==> src/rtl/defender_input_pkg.sv <==
// Shared encodings for the Defender input-conditioning stage:
// control modes, joystick bit positions, stick direction and FSM states.
package defender_input_pkg;

  localparam int unsigned JOY_W = 16;

  // Control mode encodings (2'b11 behaves as MODE1)
  localparam logic [1:0] MODE1   = 2'b00;
  localparam logic [1:0] MODE2   = 2'b01;
  localparam logic [1:0] CABINET = 2'b10;

  // Bit positions within the merged joystick word
  localparam int unsigned J_R       = 0;
  localparam int unsigned J_L       = 1;
  localparam int unsigned J_D       = 2;
  localparam int unsigned J_U       = 3;
  localparam int unsigned J_FIRE_A  = 4;
  localparam int unsigned J_FIRE_B  = 5;
  localparam int unsigned J_FIRE_C  = 6;
  localparam int unsigned J_FIRE_D  = 7;
  localparam int unsigned J_FIRE_E  = 8;
  localparam int unsigned J_START1  = 9;
  localparam int unsigned J_START2  = 10;
  localparam int unsigned J_COIN    = 11;
  localparam int unsigned J_ADVANCE = 12;
  localparam int unsigned J_AUTOUP  = 13;
  localparam int unsigned J_HSRESET = 14;
  localparam int unsigned J_PAUSE   = 15;

  typedef enum logic [1:0] {
    NONE  = 2'd0,
    LEFT  = 2'd1,
    RIGHT = 2'd2
  } dir_t;

  typedef enum logic [1:0] {
    C_IDLE  = 2'd0,
    C_PULSE = 2'd1,
    C_LOCK  = 2'd2
  } coin_state_t;

  typedef enum logic [1:0] {
    M_IDLE   = 2'd0,
    M_REV    = 2'd1,
    M_WAIT   = 2'd2,
    M_THRUST = 2'd3
  } m2_state_t;

endpackage

==> src/rtl/debounce_bank.sv <==
// Bank of W debouncers sharing one free-running prescaler.
// Ports:
//   clk_sys - system clock
//   reset   - synchronous reset, active-high
//   raw     - raw input bits
//   deb     - debounced bits (registered)
// A sample is taken each time the prescaler wraps; a debounced bit only
// changes when the new sample agrees with the previous one.
module debounce_bank #(
  parameter int unsigned W        = 16,
  parameter int unsigned DEB_BITS = 16
) (
  input  logic         clk_sys,
  input  logic         reset,
  input  logic [W-1:0] raw,
  output logic [W-1:0] deb
);

  logic [DEB_BITS-1:0] presc;
  logic [W-1:0]        samp;
  logic                tick_c;
  logic [W-1:0]        agree_c;

  // Tick coincides with the prescaler wrapping back to zero
  assign tick_c  = (presc == '1);
  assign agree_c = ~(raw ^ samp);

  always_ff @(posedge clk_sys) begin
    if (reset) begin
      presc <= '0;
      samp  <= '0;
      deb   <= '0;
    end else begin
      presc <= presc + DEB_BITS'(1);
      if (tick_c) begin
        samp <= raw;
        deb  <= (deb & ~agree_c) | (raw & agree_c);
      end
    end
  end

endmodule

==> src/rtl/defender_input_cond.sv <==
// Input conditioning for the Defender core: debounced buttons, frame-counted
// coin pulse and Mode 2 automatic reverse/thrust, packed into in0/in1/in2.
// Ports:
//   clk_sys      - system clock
//   reset        - synchronous reset, active-high
//   joy          - raw merged joystick bits, active-high
//   mode         - 00 Mode 1, 01 Mode 2, 10 Cabinet, 11 as Mode 1
//   facing_right - ship facing from the core
//   vblank       - video vblank; rising edge is the frame tick
//   in0/in1/in2  - registered Defender input bytes
module defender_input_cond
  import defender_input_pkg::*;
#(
  parameter int unsigned DEB_BITS    = 16,
  parameter int unsigned COIN_FRAMES = 3,
  parameter int unsigned REV_FRAMES  = 2,
  parameter int unsigned WAIT_FRAMES = 8
) (
  input  logic             clk_sys,
  input  logic             reset,
  input  logic [JOY_W-1:0] joy,
  input  logic [1:0]       mode,
  input  logic             facing_right,
  input  logic             vblank,
  output logic [7:0]       in0,
  output logic [7:0]       in1,
  output logic [7:0]       in2
);

  localparam int unsigned CW = (COIN_FRAMES > 0) ? $clog2(COIN_FRAMES + 1) : 1;
  localparam int unsigned RW = (REV_FRAMES  > 0) ? $clog2(REV_FRAMES  + 1) : 1;
  localparam int unsigned WW = (WAIT_FRAMES > 0) ? $clog2(WAIT_FRAMES + 1) : 1;

  logic [JOY_W-1:0] deb;
  logic             vblank_d;
  logic             coin_d;
  logic [1:0]       mode_d;

  coin_state_t      c_state, c_next;
  logic [CW-1:0]    c_cnt, c_cnt_next;
  m2_state_t        m_state, m_next;
  logic [RW-1:0]    rcnt, rcnt_next;
  logic [WW-1:0]    wcnt, wcnt_next;

  logic             frame_c;
  logic             coin_rise_c;
  dir_t             dir_c;
  logic             dir_match_c;
  logic             dir_opp_c;
  logic             thrust_c;
  logic             rev_c;
  logic [7:0]       in0_c, in1_c, in2_c;
  logic             unused_pause;

  debounce_bank #(
    .W        (JOY_W),
    .DEB_BITS (DEB_BITS)
  ) u_debounce (
    .clk_sys (clk_sys),
    .reset   (reset),
    .raw     (joy),
    .deb     (deb)
  );

  assign unused_pause = deb[J_PAUSE];
  assign frame_c      = vblank & ~vblank_d;
  assign coin_rise_c  = deb[J_COIN] & ~coin_d;

  // Stick direction request and its relation to the ship facing
  always_comb begin
    dir_c = NONE;
    if (deb[J_R] && !deb[J_L])      dir_c = RIGHT;
    else if (deb[J_L] && !deb[J_R]) dir_c = LEFT;
  end

  assign dir_match_c = ((dir_c == RIGHT) &&  facing_right) || ((dir_c == LEFT) && !facing_right);
  assign dir_opp_c   = ((dir_c == RIGHT) && !facing_right) || ((dir_c == LEFT) &&  facing_right);

  // Coin FSM: one frame-counted pulse per press
  always_comb begin
    c_next     = c_state;
    c_cnt_next = c_cnt;
    case (c_state)
      C_IDLE: begin
        if (coin_rise_c) begin
          c_next     = C_PULSE;
          c_cnt_next = CW'(COIN_FRAMES);
        end
      end
      C_PULSE: begin
        if (c_cnt == '0) begin
          c_next = C_LOCK;
        end else if (frame_c) begin
          c_cnt_next = c_cnt - CW'(1);
          if (c_cnt == CW'(1)) c_next = C_LOCK;
        end
      end
      C_LOCK: begin
        if (!deb[J_COIN]) c_next = C_IDLE;
      end
      default: c_next = C_IDLE;
    endcase
  end

  // Mode 2 FSM: reverse when the stick opposes the facing, then thrust
  always_comb begin
    m_next    = m_state;
    rcnt_next = rcnt;
    wcnt_next = wcnt;
    if ((mode != MODE2) || (mode != mode_d)) begin
      m_next = M_IDLE;
    end else begin
      case (m_state)
        M_IDLE: begin
          if (dir_opp_c) begin
            m_next    = M_REV;
            rcnt_next = RW'(REV_FRAMES);
          end else if (dir_match_c) begin
            m_next = M_THRUST;
          end
        end
        M_REV: begin
          if (rcnt == '0) begin
            m_next    = M_WAIT;
            wcnt_next = WW'(WAIT_FRAMES);
          end else if (frame_c) begin
            rcnt_next = rcnt - RW'(1);
            if (rcnt == RW'(1)) begin
              m_next    = M_WAIT;
              wcnt_next = WW'(WAIT_FRAMES);
            end
          end
        end
        M_WAIT: begin
          if (dir_match_c) begin
            m_next = M_THRUST;
          end else if ((dir_c == NONE) || (wcnt == '0)) begin
            m_next = M_IDLE;
          end else if (frame_c) begin
            wcnt_next = wcnt - WW'(1);
            if (wcnt == WW'(1)) m_next = M_IDLE;
          end
        end
        M_THRUST: begin
          if (dir_c == NONE) begin
            m_next = M_IDLE;
          end else if (dir_opp_c) begin
            m_next    = M_REV;
            rcnt_next = RW'(REV_FRAMES);
          end
        end
        default: m_next = M_IDLE;
      endcase
    end
  end

  // Thrust / reverse source per control mode; outputs follow the next state
  always_comb begin
    thrust_c = deb[J_R] | deb[J_L];
    rev_c    = deb[J_FIRE_B];
    case (mode)
      MODE2: begin
        thrust_c = (m_next == M_THRUST) && dir_match_c;
        rev_c    = (m_next == M_REV);
      end
      CABINET: begin
        thrust_c = deb[J_FIRE_E];
        rev_c    = deb[J_FIRE_B];
      end
      default: ;
    endcase
  end

  assign in0_c = {3'b000, (c_next == C_PULSE), deb[J_HSRESET], 1'b0,
                  deb[J_ADVANCE], deb[J_AUTOUP]};
  assign in1_c = {deb[J_D], thrust_c, deb[J_START1], deb[J_START2],
                  deb[J_FIRE_D], deb[J_FIRE_C], rev_c, deb[J_FIRE_A]};
  assign in2_c = {7'b0000000, deb[J_U]};

  always_ff @(posedge clk_sys) begin
    if (reset) begin
      vblank_d <= 1'b0;
      coin_d   <= 1'b0;
      mode_d   <= MODE1;
      c_state  <= C_IDLE;
      c_cnt    <= '0;
      m_state  <= M_IDLE;
      rcnt     <= '0;
      wcnt     <= '0;
      in0      <= 8'h00;
      in1      <= 8'h00;
      in2      <= 8'h00;
    end else begin
      vblank_d <= vblank;
      coin_d   <= deb[J_COIN];
      mode_d   <= mode;
      c_state  <= c_next;
      c_cnt    <= c_cnt_next;
      m_state  <= m_next;
      rcnt     <= rcnt_next;
      wcnt     <= wcnt_next;
      in0      <= in0_c;
      in1      <= in1_c;
      in2      <= in2_c;
    end
  end

endmodule

==> config.mk <==
export PLATFORM = sky130hd
export DESIGN_NAME = defender_input_cond
export DESIGN_NICKNAME = d
export VERILOG_FILES = /design/src/rtl/defender_input_pkg.sv /design/src/rtl/debounce_bank.sv /design/src/rtl/defender_input_cond.sv
export SDC_FILE = /design/constraint.sdc
export NUM_CORES = 1
export LEC_CHECK = 0
export BUFFER_PORTS_ARGS = -buffer_cell sky130_fd_sc_hd__buf_2
export CORE_AREA = 2 2 82 84
export DETAILED_ROUTE_END_ITERATION = 8
export DIE_AREA = 0 0 84 86
export PLACE_DENSITY = 0.76
export SLEW_MARGIN = 30
export SYNTH_ARGS = -nofsm -noshare
export SYNTH_HDL_FRONTEND = slang
export SYNTH_HIERARCHICAL = 1
export SYNTH_SLANG_ARGS = --single-unit
export TNS_END_PERCENT = 10
==> constraint.sdc <==
create_clock -name clk_sys -period 3.3 [get_ports clk_sys]
set_clock_uncertainty 0.15 [all_clocks]
set_input_delay 0.165 -clock clk_sys [delete_from_list [all_inputs] [get_ports clk_sys]]
set_output_delay 0.165 -clock clk_sys [all_outputs]
set_load 0.005 [all_outputs]
== After elaboration in Yosys (flattened, before gate mapping) ==
Cells that the tools add are included.

* Logic and storage cells: 126
* Flip-flop bits (word level): 88
* Output and inout port bits: 24

* Add/subtract/negate cells: 4
* Equal/unequal tests: 29
* Reductions and logical operators: 26
* Bitwise logic cells: 12
* Mux-type cells: 39

{| class="wikitable"
|+ Operators with widths
! cell !! number
|-
| two-way mux 2 bit || 25
|-
| bitwise AND 16 bit || 2
|-
| inverter 16 bit || 2
|-
| two-way mux 4 bit || 6
|-
| != test 2 bit, second input constant || 9
|-
| adder 16 x 1 -> 16 bit, second input constant || 1
|-
| == test 16 bit, second input constant || 1
|-
| == test 2 x 1 -> 1 bit, second input constant || 8
|-
| OR 16 bit || 1
|-
| bitwise XOR 16 bit || 1
|-
| == test 2 bit, second input constant || 6
|-
| one-hot mux 2 bit (3 select lines) || 2
|-
| zero test 2 bit || 5
|-
| one-hot mux 2 bit (4 select lines) || 1
|-
| one-hot mux 4 bit (2 select lines) || 1
|-
| logical AND 1 bit || 7
|-
| AND reduction 7 bit || 1
|-
| != test 3 bit, second input constant || 2
|-
| AND reduction 5 bit || 1
|-
| == test 4 x 1 -> 1 bit, second input constant || 1
|-
| zero test 4 bit || 1
|-
| logical OR 1 bit || 4
|-
| one-hot mux 2 bit (2 select lines) || 1
|-
| AND reduction 4 bit || 1
|-
| other kinds (12) || 20
|}

== Depth between registers and ports, before layout ==
* Depth in word-level cells: 14
* Mapped depth: 8
* Gate-level depth less buffers: 8

== Modules after synthesis ==
The synthesis kept the hierarchy.

{| class="wikitable"
|+ Modules (own cells, without submodules)
! module !! cells an instance !! instances !! area an instance (µm²) !! sequential area each (µm²)
|-
| debounce_bank || 233 || 1 || 1965.6 || 960.9
|-
| defender_input_cond || 164 || 1 || 1466.4 || 580.6
|}

== Worst setup path before layout ==
No wires, ideal clock.

* Path type: register to register
* Start: reg u_debounce.presc[0]
* End: reg u_debounce.samp[5]
* Path buffers: 2
* Period minus slack after synthesis: 1969 ps
* Slack: 1331 ps
* Data arrival time: 1686 ps
* Library setup time: 132 ps
* Stages on the path, launching flop included: 8
* Data required time: 3018 ps
* Cells stage by stage: dfxtp_1 ha_1 nand4_4 or4_1 buf_2 buf_6 nand2_2 a21oi_1

* Word-level cells in the longest chain between the ends: 1

{| class="wikitable"
|+ RTL lines
! item !! line !! source
|-
| from (decl) || debounce_bank.sv:19 || <nowiki>logic [DEB_BITS-1:0] presc;</nowiki>
|-
| from (signal assigned) || debounce_bank.sv:34 || <nowiki>presc <= presc + DEB_BITS'(1);</nowiki>
|-
| == test 16 bit || debounce_bank.sv:25 || <nowiki>assign tick_c = (presc == '1);</nowiki>
|-
| to (signal assigned) || debounce_bank.sv:36 || <nowiki>samp <= raw;</nowiki>
|-
| to (decl) || debounce_bank.sv:20 || <nowiki>logic [W-1:0] samp;</nowiki>
|}

No other way between the ends.
A chain may end at the register's enable or synchronous reset.

==> metrics.md <==
| Metric | Value |
|---|---|
| Max rail drop VDD | `0.000408 V` |
| Synth-to-Final Area Change | `14.8%` |
| Worst slack, placed | `0.983 ns` |
| Unrepaired setup endpoints after global routing | `no` |
| Arr. time, crit path | `2.36 ns` |
| Number of global-route vias before repair | `2473` |
| Max-Cap Viols | `0` |
| Drc violations | `0` |
| Setup Fix Bufs, Post-CTS | `0` |
| Crit-path cells | `ha_1 -> nand4_4 -> or4_1 -> buf_4 -> nand2_1 -> a31oi_1` |
| Tot GR Track Use | `0.175` |
| Initial core utilization | `0.535` |
| Wire length of the first global-routing pass | `10300 µm` |
| Kind of critical path | `reg -> reg` |
| Routed len/inst | `12.0 µm` |
| Pwr Density | `419 nW/µm²` |
| Die Width | `84 µm` |
| Worst reg2reg path startpoint | `u_debounce/presc[0]` |
| Vias per std cell | `5.22` |
| Die ar. | `7220 µm²` |
| Layout cells sized above 1 | `0.166` |
| Cells after synthesis | `388` |
| Setup crit start kind | `register` |
| Initial antenna violation count | `0` |
| Most frequent cells in the layout | `75 x dfxtp_1, 46 x nand2_1, 33 x buf_2, 27 x nor2_1, 25 x a21oi_1` |
| Period utilization | `0.706` |
| Final ANT Viol Nets | `0` |
| Critical path fanouts, max | `24` |
| Achievable Freq | `429 MHz` |
| Worst hold path type | `in -> reg` |
| Placed Cells incl. Taps | `483` |
| Final Total Pwr | `1.62 mW` |
| P_leak | `1.42 nW` |
| Max-slew headroom | `0.429` |
| CP endpoint kind | `register` |
| Status | `completed` |
| Fin crit period | `2.33 ns` |
| Worst slew pin tran | `0.856 ns` |
| Critical Path Source | `u_debounce/presc[0]` |
| Total gr overflow | `0` |
| CP required | `3.33 ns` |
| Clock sink count | `75` |
| Post-Route WL | `6190 µm` |
| I/O Buffers | `33` |
| Standard-cell rows | `29` |
| CP max-delay cell | `or4_1` |
| Commonest non-fill, non-tap cell in the layout | `dfxtp_1` |
| Synth warn | `6` |
| Filler cells | `539` |
| CTS tree | `yes` |
| Mean Syn Cell Area | `8.66 µm²` |
| Synthesized cell area | `3360 µm²` |
| Largest net degree at the start of global routing | `50` |
| Nets | `469` |
| Inserted Clock Buffers | `9` |
| Detailed-route via count | `2699` |
| Worst R2R Setup Slack | `0.97 ns` |
| Routability cong. | `0.764` |
| H-tree Lvls | `3` |
| Longest Clk Path Bufs | `2` |
| Clock Pin Slew Worst Setup and Hold Paths | `0.08 ns` |
| Ant diodes | `0` |
| CP max stage delay | `0.71 ns` |
| I/O Pins | `46` |
| DRT Pass-1 Iters | `4` |
| Final hold violations | `0` |
| Setup TNS Final | `0 ns` |
| Final Non-Filler Cells | `517` |
| CTS root buf | `clkbuf_8` |
| R2r worst-path depth | `6` |
| Hpwl dp | `3970 µm` |
| Die Height | `86 µm` |
| DRT iter0 DRCs | `86` |
| Final setup fails | `0` |
| Post-layout worst setup margin | `0.969 ns` |
| Placeable Area | `6280 µm²` |
| Clk Latency, worst-skew pair | `0.34 ns` |
| Final Max Slew Viols | `0` |
[timing repair]
item	CTS	global route
gates resized for setup	0	0
hold endpoints to repair	33	0
hold buffers	18	0
[through the flow]
step,hold slack (ns),cell area [µm²],util
2_1_floorplan,0.143,3400,-
3_3_place_gp,0.261,3500,0.558
3_5_place_dp,0.268,3500,0.558
4_1_cts,0.243,3860,0.615
5_1_grt,0.291,3860,0.615
6_report,0.268,3860,0.615
[how the worst min path moves through the flow]
stage / startpoint / end / slack [ns] / cells after the start
floorplan: vblank / vblank_d / 0.14 / 1
global placement: vblank / vblank_d / 0.26 / 2
CTS: reset / mode_d[1] / 0.24 / 2
detailed placement: vblank / vblank_d / 0.27 / 2
global route: reset / c_state[1] / 0.29 / 2
finish: reset / mode_d[1] / 0.27 / 2
[layer usage]
layer | vias up | GRT usage | routed length (µm) | part of all wire
met4 | 0 | 0.0572 | 44 | 0.0071
met3 | 4 | 0.0587 | 251 | 0.041
met1 | 1238 | 0.199 | 2850 | 0.46
li1 | 1409 | - | - | -
met2 | 48 | 0.310 | 3050 | 0.49
met5 | - | 0 | 0 | 0
[critical path, delay by kind of cell, from the launching register on]
family | cells | cell delay (ns)
AND/OR/NAND/NOR | 3 | 1.00
flip-flops | 1 | 0.37
buffers and inverters | 1 | 0.30
adder cells (fa/ha/maj) | 1 | 0.26
AO/OA/AOI/OAI | 1 | 0.08
[report_power, final]
part           switching [mW]  total (mW)  internal [mW]  leakage, nW
logic                  0.0407      0.0751         0.0343        0.727
registers             0.00420       0.913          0.909        0.605
clock network           0.352       0.629          0.277       0.0871
total                   0.397        1.62           1.22         1.42
[area by class of cell]
cell class | instances | area [µm²] | area share
clock buffers | 9 | 124 | 0.0321
well taps | 77 | 96.3 | 0.0250
flip-flops and latches | 75 | 1500 | 0.389
repair buffers | 54 | 368 | 0.0954
inverters | 18 | 68.8 | 0.0178
clock inverters | 7 | 53.8 | 0.0139
multi-input cells | 277 | 1650 | 0.427
No activity file was read; power rests on OpenSTA's default activity.
